`config.mk`:
```
export PLATFORM = sky130hd
export DESIGN_NAME = fault_target_array_flat
export DESIGN_NICKNAME = d
export VERILOG_FILES = /design/src/rtl/fault_target_array_if.sv /design/src/rtl/fault_target_array.sv /design/src/flat_wrapper.sv
export SDC_FILE = /design/constraint.sdc
export NUM_CORES = 1
export LEC_CHECK = 0
export CORE_MARGIN = 5
export CORE_UTILIZATION = 40
export CTS_BUF_LIST = sky130_fd_sc_hd__clkbuf_16
export CTS_CLUSTER_DIAMETER = 100
export DETAILED_ROUTE_END_ITERATION = 16
export PLACE_DENSITY = 0.62
export SLEW_MARGIN = 20
export SYNTH_ARGS = -nofsm -noshare
export SYNTH_HDL_FRONTEND = slang
export SYNTH_SLANG_ARGS = --single-unit
```
`constraint.sdc`:
```
create_clock -name clk -period 2.7 [get_ports clk]
set_clock_uncertainty 0.05 [all_clocks]
set_input_delay 0.54 -clock clk [delete_from_list [all_inputs] [get_ports clk]]
set_output_delay 0.54 -clock clk [all_outputs]
set_load 0.01 [all_outputs]
```
`src/rtl/fault_target_array_if.sv`:
```
// Control and observation bundle for the fault-injection target array.
// The master side drives load/arm/clear/mode and watches the fault reports;
// the slave side is the target array itself.
interface fault_target_array_if #(
   parameter int N     = 8,
   parameter int AW    = 2,
   parameter int CNT_W = 16
);
   logic             load;
   logic [N-1:0]     pattern;
   logic             arm;
   logic             clear;
   logic             mode;

   logic             armed;
   logic [N-1:0]     fault_raw;
   logic [N-1:0]     fault_db;
   logic [N-1:0]     led;
   logic             fault_valid;
   logic [AW-1:0]    fault_word;
   logic [N-1:0]     fault_mask;
   logic [CNT_W-1:0] fault_count;

   modport master (
      output load, pattern, arm, clear, mode,
      input  armed, fault_raw, fault_db, led, fault_valid, fault_word, fault_mask, fault_count
   );

   modport slave (
      input  load, pattern, arm, clear, mode,
      output armed, fault_raw, fault_db, led, fault_valid, fault_word, fault_mask, fault_count
   );
endinterface

```
`src/rtl/fault_target_array.sv`:
```
// Laser fault-injection target: DEPTH attackable words plus a golden word,
// compared every cycle. Reports a raw mismatch vector, a debounced copy for
// LEDs, and a sticky first-fault capture with a saturating fault-cycle count.
// The target words and golden word are logically identical by construction,
// so they carry keep attributes to stop synthesis from merging them.
module fault_target_array #(
   parameter int N            = 8,
   parameter int DEPTH        = 4,
   parameter int AW           = 2,
   parameter int DB_COUNT_MAX = 2000,
   parameter int DB_COUNT_N   = 15,
   parameter int CNT_W        = 16
) (
   input logic                 clk,
   input logic                 reset_n,
   fault_target_array_if.slave bus
);
   localparam logic [DB_COUNT_N-1:0] DB_LIMIT = DB_COUNT_N'(DB_COUNT_MAX);
   localparam logic [CNT_W-1:0]      CNT_MAX  = {CNT_W{1'b1}};

   (* keep = "true" *) logic [DEPTH-1:0][N-1:0] target;
   (* keep = "true" *) logic [N-1:0]            golden;

   logic                  armed;
   logic [N-1:0]          fault_raw;
   logic [AW-1:0]         pend_word;
   logic [N-1:0]          pend_mask;
   logic [N-1:0]          fault_db;
   logic [DB_COUNT_N-1:0] db_cnt [N];
   logic                  fault_valid;
   logic [AW-1:0]         fault_word;
   logic [N-1:0]          fault_mask;
   logic [CNT_W-1:0]      fault_count;

   logic [N-1:0]          mism_or;
   logic [AW-1:0]         first_word;
   logic [N-1:0]          first_mask;
   logic                  found;

   // OR of all word mismatches, plus the lowest-indexed faulted word and its mask
   always_comb begin
      mism_or    = '0;
      first_word = '0;
      first_mask = '0;
      found      = 1'b0;
      for (int k = 0; k < DEPTH; k++) begin
         mism_or = mism_or | (target[k] ^ golden);
         if (!found && ((target[k] ^ golden) != '0)) begin
            found      = 1'b1;
            first_word = AW'(k);
            first_mask = target[k] ^ golden;
         end
      end
   end

   // Target/golden storage: load wins over arm; toggle mode inverts both together
   always_ff @(posedge clk or negedge reset_n) begin
      if (!reset_n) begin
         target <= '0;
         golden <= '0;
         armed  <= 1'b0;
      end else if (bus.load) begin
         for (int k = 0; k < DEPTH; k++) target[k] <= bus.pattern;
         golden <= bus.pattern;
         armed  <= 1'b0;
      end else begin
         if (armed && bus.mode) begin
            target <= ~target;
            golden <= ~golden;
         end
         if (bus.arm) armed <= 1'b1;
      end
   end

   // Registered compare; first-word info is staged alongside fault_raw for capture
   always_ff @(posedge clk or negedge reset_n) begin
      if (!reset_n) begin
         fault_raw <= '0;
         pend_word <= '0;
         pend_mask <= '0;
      end else if (armed) begin
         fault_raw <= mism_or;
         pend_word <= first_word;
         pend_mask <= first_mask;
      end else begin
         fault_raw <= '0;
         pend_word <= '0;
         pend_mask <= '0;
      end
   end

   // Per-bit debounce: fault_db adopts fault_raw after DB_COUNT_MAX+1 differing cycles
   always_ff @(posedge clk or negedge reset_n) begin
      if (!reset_n) begin
         fault_db <= '0;
         for (int i = 0; i < N; i++) db_cnt[i] <= '0;
      end else begin
         for (int i = 0; i < N; i++) begin
            if (fault_raw[i] == fault_db[i]) db_cnt[i] <= '0;
            else                             db_cnt[i] <= db_cnt[i] + DB_COUNT_N'(1);
            if (db_cnt[i] >= DB_LIMIT) fault_db[i] <= fault_raw[i];
         end
      end
   end

   // Sticky first-fault capture and saturating fault-cycle counter; clear has priority
   always_ff @(posedge clk or negedge reset_n) begin
      if (!reset_n) begin
         fault_valid <= 1'b0;
         fault_word  <= '0;
         fault_mask  <= '0;
         fault_count <= '0;
      end else if (bus.clear) begin
         fault_valid <= 1'b0;
         fault_word  <= '0;
         fault_mask  <= '0;
         fault_count <= '0;
      end else begin
         if ((fault_raw != '0) && !fault_valid) begin
            fault_valid <= 1'b1;
            fault_word  <= pend_word;
            fault_mask  <= pend_mask;
         end
         if ((fault_raw != '0) && (fault_count != CNT_MAX))
            fault_count <= fault_count + CNT_W'(1);
      end
   end

   assign bus.armed       = armed;
   assign bus.fault_raw   = fault_raw;
   assign bus.fault_db    = fault_db;
   assign bus.led         = fault_db;
   assign bus.fault_valid = fault_valid;
   assign bus.fault_word  = fault_word;
   assign bus.fault_mask  = fault_mask;
   assign bus.fault_count = fault_count;
endmodule

```
`src/flat_wrapper.sv`:
```
// flat-port wrapper written by rule: the top's interface ports become plain ports
module fault_target_array_flat 
#(
   parameter int N            = 8,
   parameter int DEPTH        = 4,
   parameter int AW           = 2,
   parameter int DB_COUNT_MAX = 2000,
   parameter int DB_COUNT_N   = 15,
   parameter int CNT_W        = 16
)
  (clk, reset_n, bus_load, bus_pattern, bus_arm, bus_clear, bus_mode, bus_armed, bus_fault_raw, bus_fault_db, bus_led, bus_fault_valid, bus_fault_word, bus_fault_mask, bus_fault_count);
  fault_target_array_if #(.N(N), .AW(AW), .CNT_W(CNT_W)) bus_i ();
  input logic clk;
  input logic reset_n;
  input wire logic [$bits(bus_i.load)-1:0] bus_load;
  input wire logic [$bits(bus_i.pattern)-1:0] bus_pattern;
  input wire logic [$bits(bus_i.arm)-1:0] bus_arm;
  input wire logic [$bits(bus_i.clear)-1:0] bus_clear;
  input wire logic [$bits(bus_i.mode)-1:0] bus_mode;
  output wire logic [$bits(bus_i.armed)-1:0] bus_armed;
  output wire logic [$bits(bus_i.fault_raw)-1:0] bus_fault_raw;
  output wire logic [$bits(bus_i.fault_db)-1:0] bus_fault_db;
  output wire logic [$bits(bus_i.led)-1:0] bus_led;
  output wire logic [$bits(bus_i.fault_valid)-1:0] bus_fault_valid;
  output wire logic [$bits(bus_i.fault_word)-1:0] bus_fault_word;
  output wire logic [$bits(bus_i.fault_mask)-1:0] bus_fault_mask;
  output wire logic [$bits(bus_i.fault_count)-1:0] bus_fault_count;
  assign bus_i.load = bus_load;
  assign bus_i.pattern = bus_pattern;
  assign bus_i.arm = bus_arm;
  assign bus_i.clear = bus_clear;
  assign bus_i.mode = bus_mode;
  assign bus_armed = bus_i.armed;
  assign bus_fault_raw = bus_i.fault_raw;
  assign bus_fault_db = bus_i.fault_db;
  assign bus_led = bus_i.led;
  assign bus_fault_valid = bus_i.fault_valid;
  assign bus_fault_word = bus_i.fault_word;
  assign bus_fault_mask = bus_i.fault_mask;
  assign bus_fault_count = bus_i.fault_count;
  fault_target_array #(.N(N), .DEPTH(DEPTH), .AW(AW), .DB_COUNT_MAX(DB_COUNT_MAX), .DB_COUNT_N(DB_COUNT_N), .CNT_W(CNT_W)) u_core (.clk(clk), .reset_n(reset_n), .bus(bus_i));
endmodule
```
-- Yosys cells after proc, flatten, opt, wreduce, memory -nomap -nowiden
Index checks and enable logic that the tools add are counted.
- input port bits: 14
- bits in registers: 214
- muxes and demuxes: 35
- reductions and logical operators: 19
- bitwise operators: 9
- order comparisons: 8
- $add $sub $neg: 9
- eq/ne operators: 9
- operator list (cell ; count):
    $add 15x1->15 const B ; 8
    $ge 15x11->1 const B ; 8
    $mux 15 ; 8
    $mux 8 ; 10
    $mux 32 ; 2
    $reduce_bool 8->1 ; 5
    $mux 16 ; 2
    $not 32->32 ; 1
    $xor 8x8->8 ; 4
    $or 8x8->8 ; 3
    $add 16x1->16 const B ; 1
    $ne 16x16->1 const B ; 1
    $mux 2 ; 5
    $eq 1x1->1 ; 8
    $mux 1 ; 8
    $not 8->8 ; 1
    $reduce_bool 2->1 ; 4
    $logic_and 1x1->1 ; 6
    $logic_not 1->1 ; 4

-- Logic depth before layout (Yosys ltp)
Gate-level depths: netlist of the first run.
- word-level depth: 13
- depth in mapped cells: 8

-- Worst setup path after synthesis of the first run
Ideal clock, no wire load.
- path kind: flip-flop to flip-flop
- from: reg u_core.golden[3]
- to: reg u_core.pend_mask[0]
- arrival: 1.997 ns
- path slack: 0.533 ns
- required time: 2.530 ns
- buffers on the path: 2
- cell stages (with the launch flop): 8
- cells stage by stage: dfrtp_1 -> buf_6 -> nor2b_1 -> or4_1 -> nor4_2 -> buf_2 -> nand3_2 -> o211a_1
- word-level cells in the longest chain between the ends: 13
- elaborated cells on any way between the ends: 22
- those cells by class: 8 x mux; 4 x bitwise; 10 x reduce/logical
- ends and longest elaborated chain (item ; RTL line ; text):
    start: declaration ; fault_target_array.sv:22 ; (* keep = "true" *) logic [N-1:0] golden;
    start signal: assignment ; fault_target_array.sv:64 ; golden <= bus.pattern;
    start signal: assignment ; fault_target_array.sv:69 ; golden <= ~golden;
    $xor 8x8->8 ; fault_target_array.sv:48 ; if (!found && ((target[k] ^ golden) != '0)) begin
    $reduce_bool 8->1 ; fault_target_array.sv:48 ;
    $mux 1 ; fault_target_array.sv:48 ;
    $logic_not 1->1 ; fault_target_array.sv:48 ;
    $logic_and 1x1->1 ; fault_target_array.sv:48 ;
    $mux 1 ; fault_target_array.sv:48 ;
    $logic_not 1->1 ; fault_target_array.sv:48 ;
    $logic_and 1x1->1 ; fault_target_array.sv:48 ;
    $mux 1 ; fault_target_array.sv:48 ;
    $logic_not 1->1 ; fault_target_array.sv:48 ;
    $logic_and 1x1->1 ; fault_target_array.sv:48 ;
    $mux 8 (*) ; fault_target_array.sv:48 ;
    $mux 8 (*) ; fault_target_array.sv:81 ; end else if (armed) begin
    end signal: assignment ; fault_target_array.sv:84 ; pend_mask <= first_mask;
    end: declaration ; fault_target_array.sv:27 ; logic [N-1:0] pend_mask;
Every way passes the cells marked *; elsewhere a longest branch is shown, timed or not.
A chain may end at the register's enable or synchronous reset.

-- Worst setup path in the final report of the first run
- from: reg u_core.golden[1]
- to: reg u_core.pend_mask[2]
The elaborated chain is that of the path after synthesis.

==> summary.md, run 1 <==
| Metric | Value |
|---|---|
| First-pass GRT wire length | `35,000 um` |
| Seq pwr share | `46.9%` |
| Setup TNS | `0 ns` |
| PD cells | `632 mW/mm2` |
| Worst Hold Depth | `1` |
| Wirelength per Cell | `14.5 um` |
| Min Tclk post-route | `2.46 ns` |
| Buffers added on ports | `65` |
| Initial antenna violation count | `0` |
| Post-CTS Setup Inserts | `0` |
| Post-Syn Instances | `973` |
| Clock power share | `42.2%` |
| Internal power | `5.70 mW` |
| DRT iter0 DRCs | `411` |
| Clock buffer depth | `3` |
| Net load switching power | `1.95 mW` |
| # fillers | `2,318` |
| Critical path class | `flip-flop to flip-flop` |
| Share of layout cells above drive strength 1 | `6.80%` |
| Worst hold slack | `0.409 ns` |
| P&R area growth vs syn | `18.5%` |
| Static Leakage | `5.36 nW` |
| DR vias/cell | `5.01` |
| Worst Path Required | `3.09 ns` |
| Number of max-cap violations | `0` |
| CTS tree | `done` |
| Hpwl dp | `14,000 um` |
| Post-synth EDFFs | `0` |
| Mapped Area | `0.0102 mm2` |
| Post-synthesis sequential area ratio | `52.5%` |
| Clock Latency Late Sink | `0.51 ns` |
| Worst Setup End Kind | `flip-flop` |
| CP arrival | `2.85 ns` |
| Ys Warns | `0` |
| Final GP Congestion | `0.846` |
| Die W | `170 um` |
| TritonCTS Buffers | `24` |
| Top Ports | `66` |
| Largest net degree at the start of global routing | `83` |
| Worst Tran Pin Value | `0.792 ns` |
| Top post-synthesis cells by count | `dfrtp_1 (214), nor2_1 (137), xor2_1 (86)` |
| Final Non-Filler Cells | `1,404` |
| Unique masters post-synth | `47` |
| Max-slew violation count | `0` |
| VDD IR max | `0.000395 V` |
| CP Launch Type | `flip-flop` |
| Clk pin slew, worst setup/hold paths | `0.06 ns` |
| Core area | `0.0252 mm2` |
| Top post-synthesis cells by area | `dfrtp_1 (52%), xor2_1 (7.4%), xnor2_1 (5.1%)` |
| Final ANT Viol Nets | `0` |
| Max Fanout on Critical Path | `8` |
| First-pass DRT Iterations | `5` |
| Top-area cell type share of the netlist area | `52.5%` |
| Sw frac | `25.5%` |
| Total gr overflow | `0` |
| Final wirelength | `20,300 um` |
| Post-synth top flop | `dfrtp_1` |
| Most instantiated library cell after synthesis | `dfrtp_1` |
| Ant diodes | `0` |
| Synthesized Nets | `1,004` |
| Crit share post-route | `91.0%` |
| Combinational power share | `11.0%` |
| Fin. Hold Viols | `0` |
| Total number of vias | `7,037` |
| Die H | `170 um` |
| Nets@finish | `1,087` |
| Clock sink total | `214` |
| RSZ-0062 raised after global routing | `no` |
| Vias in the first global route | `7,029` |
| Syn_area_per_cell | `10.5 um2` |
| # setup viols final | `0` |
| Post-synth top area cell | `dfrtp_1` |
| Seq cells post-synth | `214` |
| Max-slew headroom | `47.2%` |
| CTS root buf | `clkbuf_16` |
| CTS H-tree depth | `1` |
| FP Rows | `58` |
| Post-synth ARST share | `100%` |
| DR DRC count | `0` |
| Die area | `0.0288 mm2` |
| Global Route Usage Sum | `14.4%` |
| Post-Place Cells | `1,359` |
| Max Freq | `407 MHz` |
| Status | `finished clean` |
| Cells on worst reg2reg path | `7` |
| Starting Density | `40.5%` |
| HP Class | `flip-flop to flip-flop` |
## path summary, 6_finish.rpt
check                               startpoint                        to  slack, ns
setup / recovery              u_core.golden[1]       u_core.pend_mask[2]       0.24
setup reg to reg              u_core.golden[1]       u_core.pend_mask[2]       0.24
hold reg to reg            u_core.pend_mask[2]  u_core.bus.fault_mask[2]       0.41
min in group asynchronous              reset_n         u_core.db_cnt[55]       0.49
hold / removal             u_core.pend_mask[2]  u_core.bus.fault_mask[2]       0.41
max in group asynchronous              reset_n       u_core.pend_mask[6]       1.32
## critical path: stages, from the launching register on
cell,delay (ns)
dfrtp_1,0.48
xor2_1,0.22
or4_1,0.62
nor4_4,0.39
buf_4,0.24
nand3b_1,0.08
o2111ai_1,0.13
o211a_1,0.20
## layer usage
metal | global-route usage, % | up-vias | share of wire [%]
met5 | 0 | - | 0
met4 | 4.03 | 0 | 2.0
met3 | 2.63 | 33 | 4.4
met2 | 22.5 | 110 | 45
met1 | 20.6 | 3371 | 49
li1 | - | 3523 | -
## power by group through the flow
stage	registers (mW)	clock network, mW	logic [mW]
after floorplan	3.57	0	0.565
after global placement	3.64	0	0.839
after detailed placement	3.65	0	0.845
after CTS	3.59	3.34	0.850
after global routing	3.61	3.48	0.944
final	3.59	3.23	0.839
## flip-flops by register name (all words and copies together), names as in the netlist, 2 cells and up
signal,count
u_core.db_cnt,120
u_core.bus.fault_word,2
u_core.pend_mask,8
u_core.bus.fault_db,8
u_core.pend_word,2
u_core.target,32
u_core.bus.fault_raw,8
u_core.bus.fault_mask,8
u_core.bus.fault_count,16
u_core.golden,8
## final cells by class
| type | instances | area, um2 | share of cell area, % |
|---|---|---|---|
| Sequential cell | 214 | 5360 | 44.2 |
| Tap cell | 330 | 413 | 3.41 |
| Clock buffer | 25 | 626 | 5.17 |
| Clock inverter | 19 | 163 | 1.34 |
| Multi-Input combinational cell | 691 | 4540 | 37.5 |
| Timing Repair Buffer | 90 | 871 | 7.20 |
| Inverter | 35 | 131 | 1.09 |
## kinds of logic (layout without fill, tap and decap cells)
family / Yosys count / count (layout) / share of synthesized area [%]
AOI/OAI and AO/OA: 104 / 104 / 6.47
xor gates and xnor gates: 145 / 145 / 12.4
adders and majority gates: 17 / 17 / 2.08
buffers and inverters: 68 / 169 / 3.09
DFF: 214 / 214 / 52.5
muxes: 49 / 49 / 4.90
and+or+nand+nor: 376 / 376 / 18.6
## through the flow
step / utilization, % / setup slack, ns / total power [mW] / cell area (um2)
after floorplan: - / 0.533 / 4.14 / 10200
after global placement: 44.9 / 0.315 / 4.48 / 11300
after detailed placement: 44.9 / 0.281 / 4.49 / 11300
after CTS: 48.0 / 0.255 / 7.77 / 12100
after global routing: 48.1 / 0.126 / 8.04 / 12100
final: 48.1 / 0.243 / 7.65 / 12100
## cell usage in the layout, fill, tap and decap left out, types with 4 or more instances in the layout
cell and count:
nand3b_1 8, a21oi_1 28, nand2_1 41, ha_1 17
nor4_1 18, clkbuf_16 25, and2_1 13, or3_1 11
a31oi_1 8, o2111ai_1 7, clkdlybuf4s50_1 64, mux2_2 8
dfrtp_1 214, nor2_1 137, nand3_1 47, nor2b_1 17
mux2i_1 41, o211a_1 7, nand4_1 32, clkinv_1 5
xnor2_1 59, or4_1 4, inv_1 41, o21ai_0 32
a22o_1 10, buf_4 22, and3_1 33, xor2_1 86
## repair_timing
action / CTS / global route
endpoints found under the hold margin: 49 / 0
gates resized for setup: 0 / 0
endpoints found under the setup margin: 0 / 0
hold buffers: 1 / 0
Power figures use the tool's default switching activity.
==> inputs of run 2 (changes only) <==
- CAP_MARGIN: not set -> 20
==> results of run 2 <==
Same layout as run 1: the final DEF is identical, and so are final timing and power.
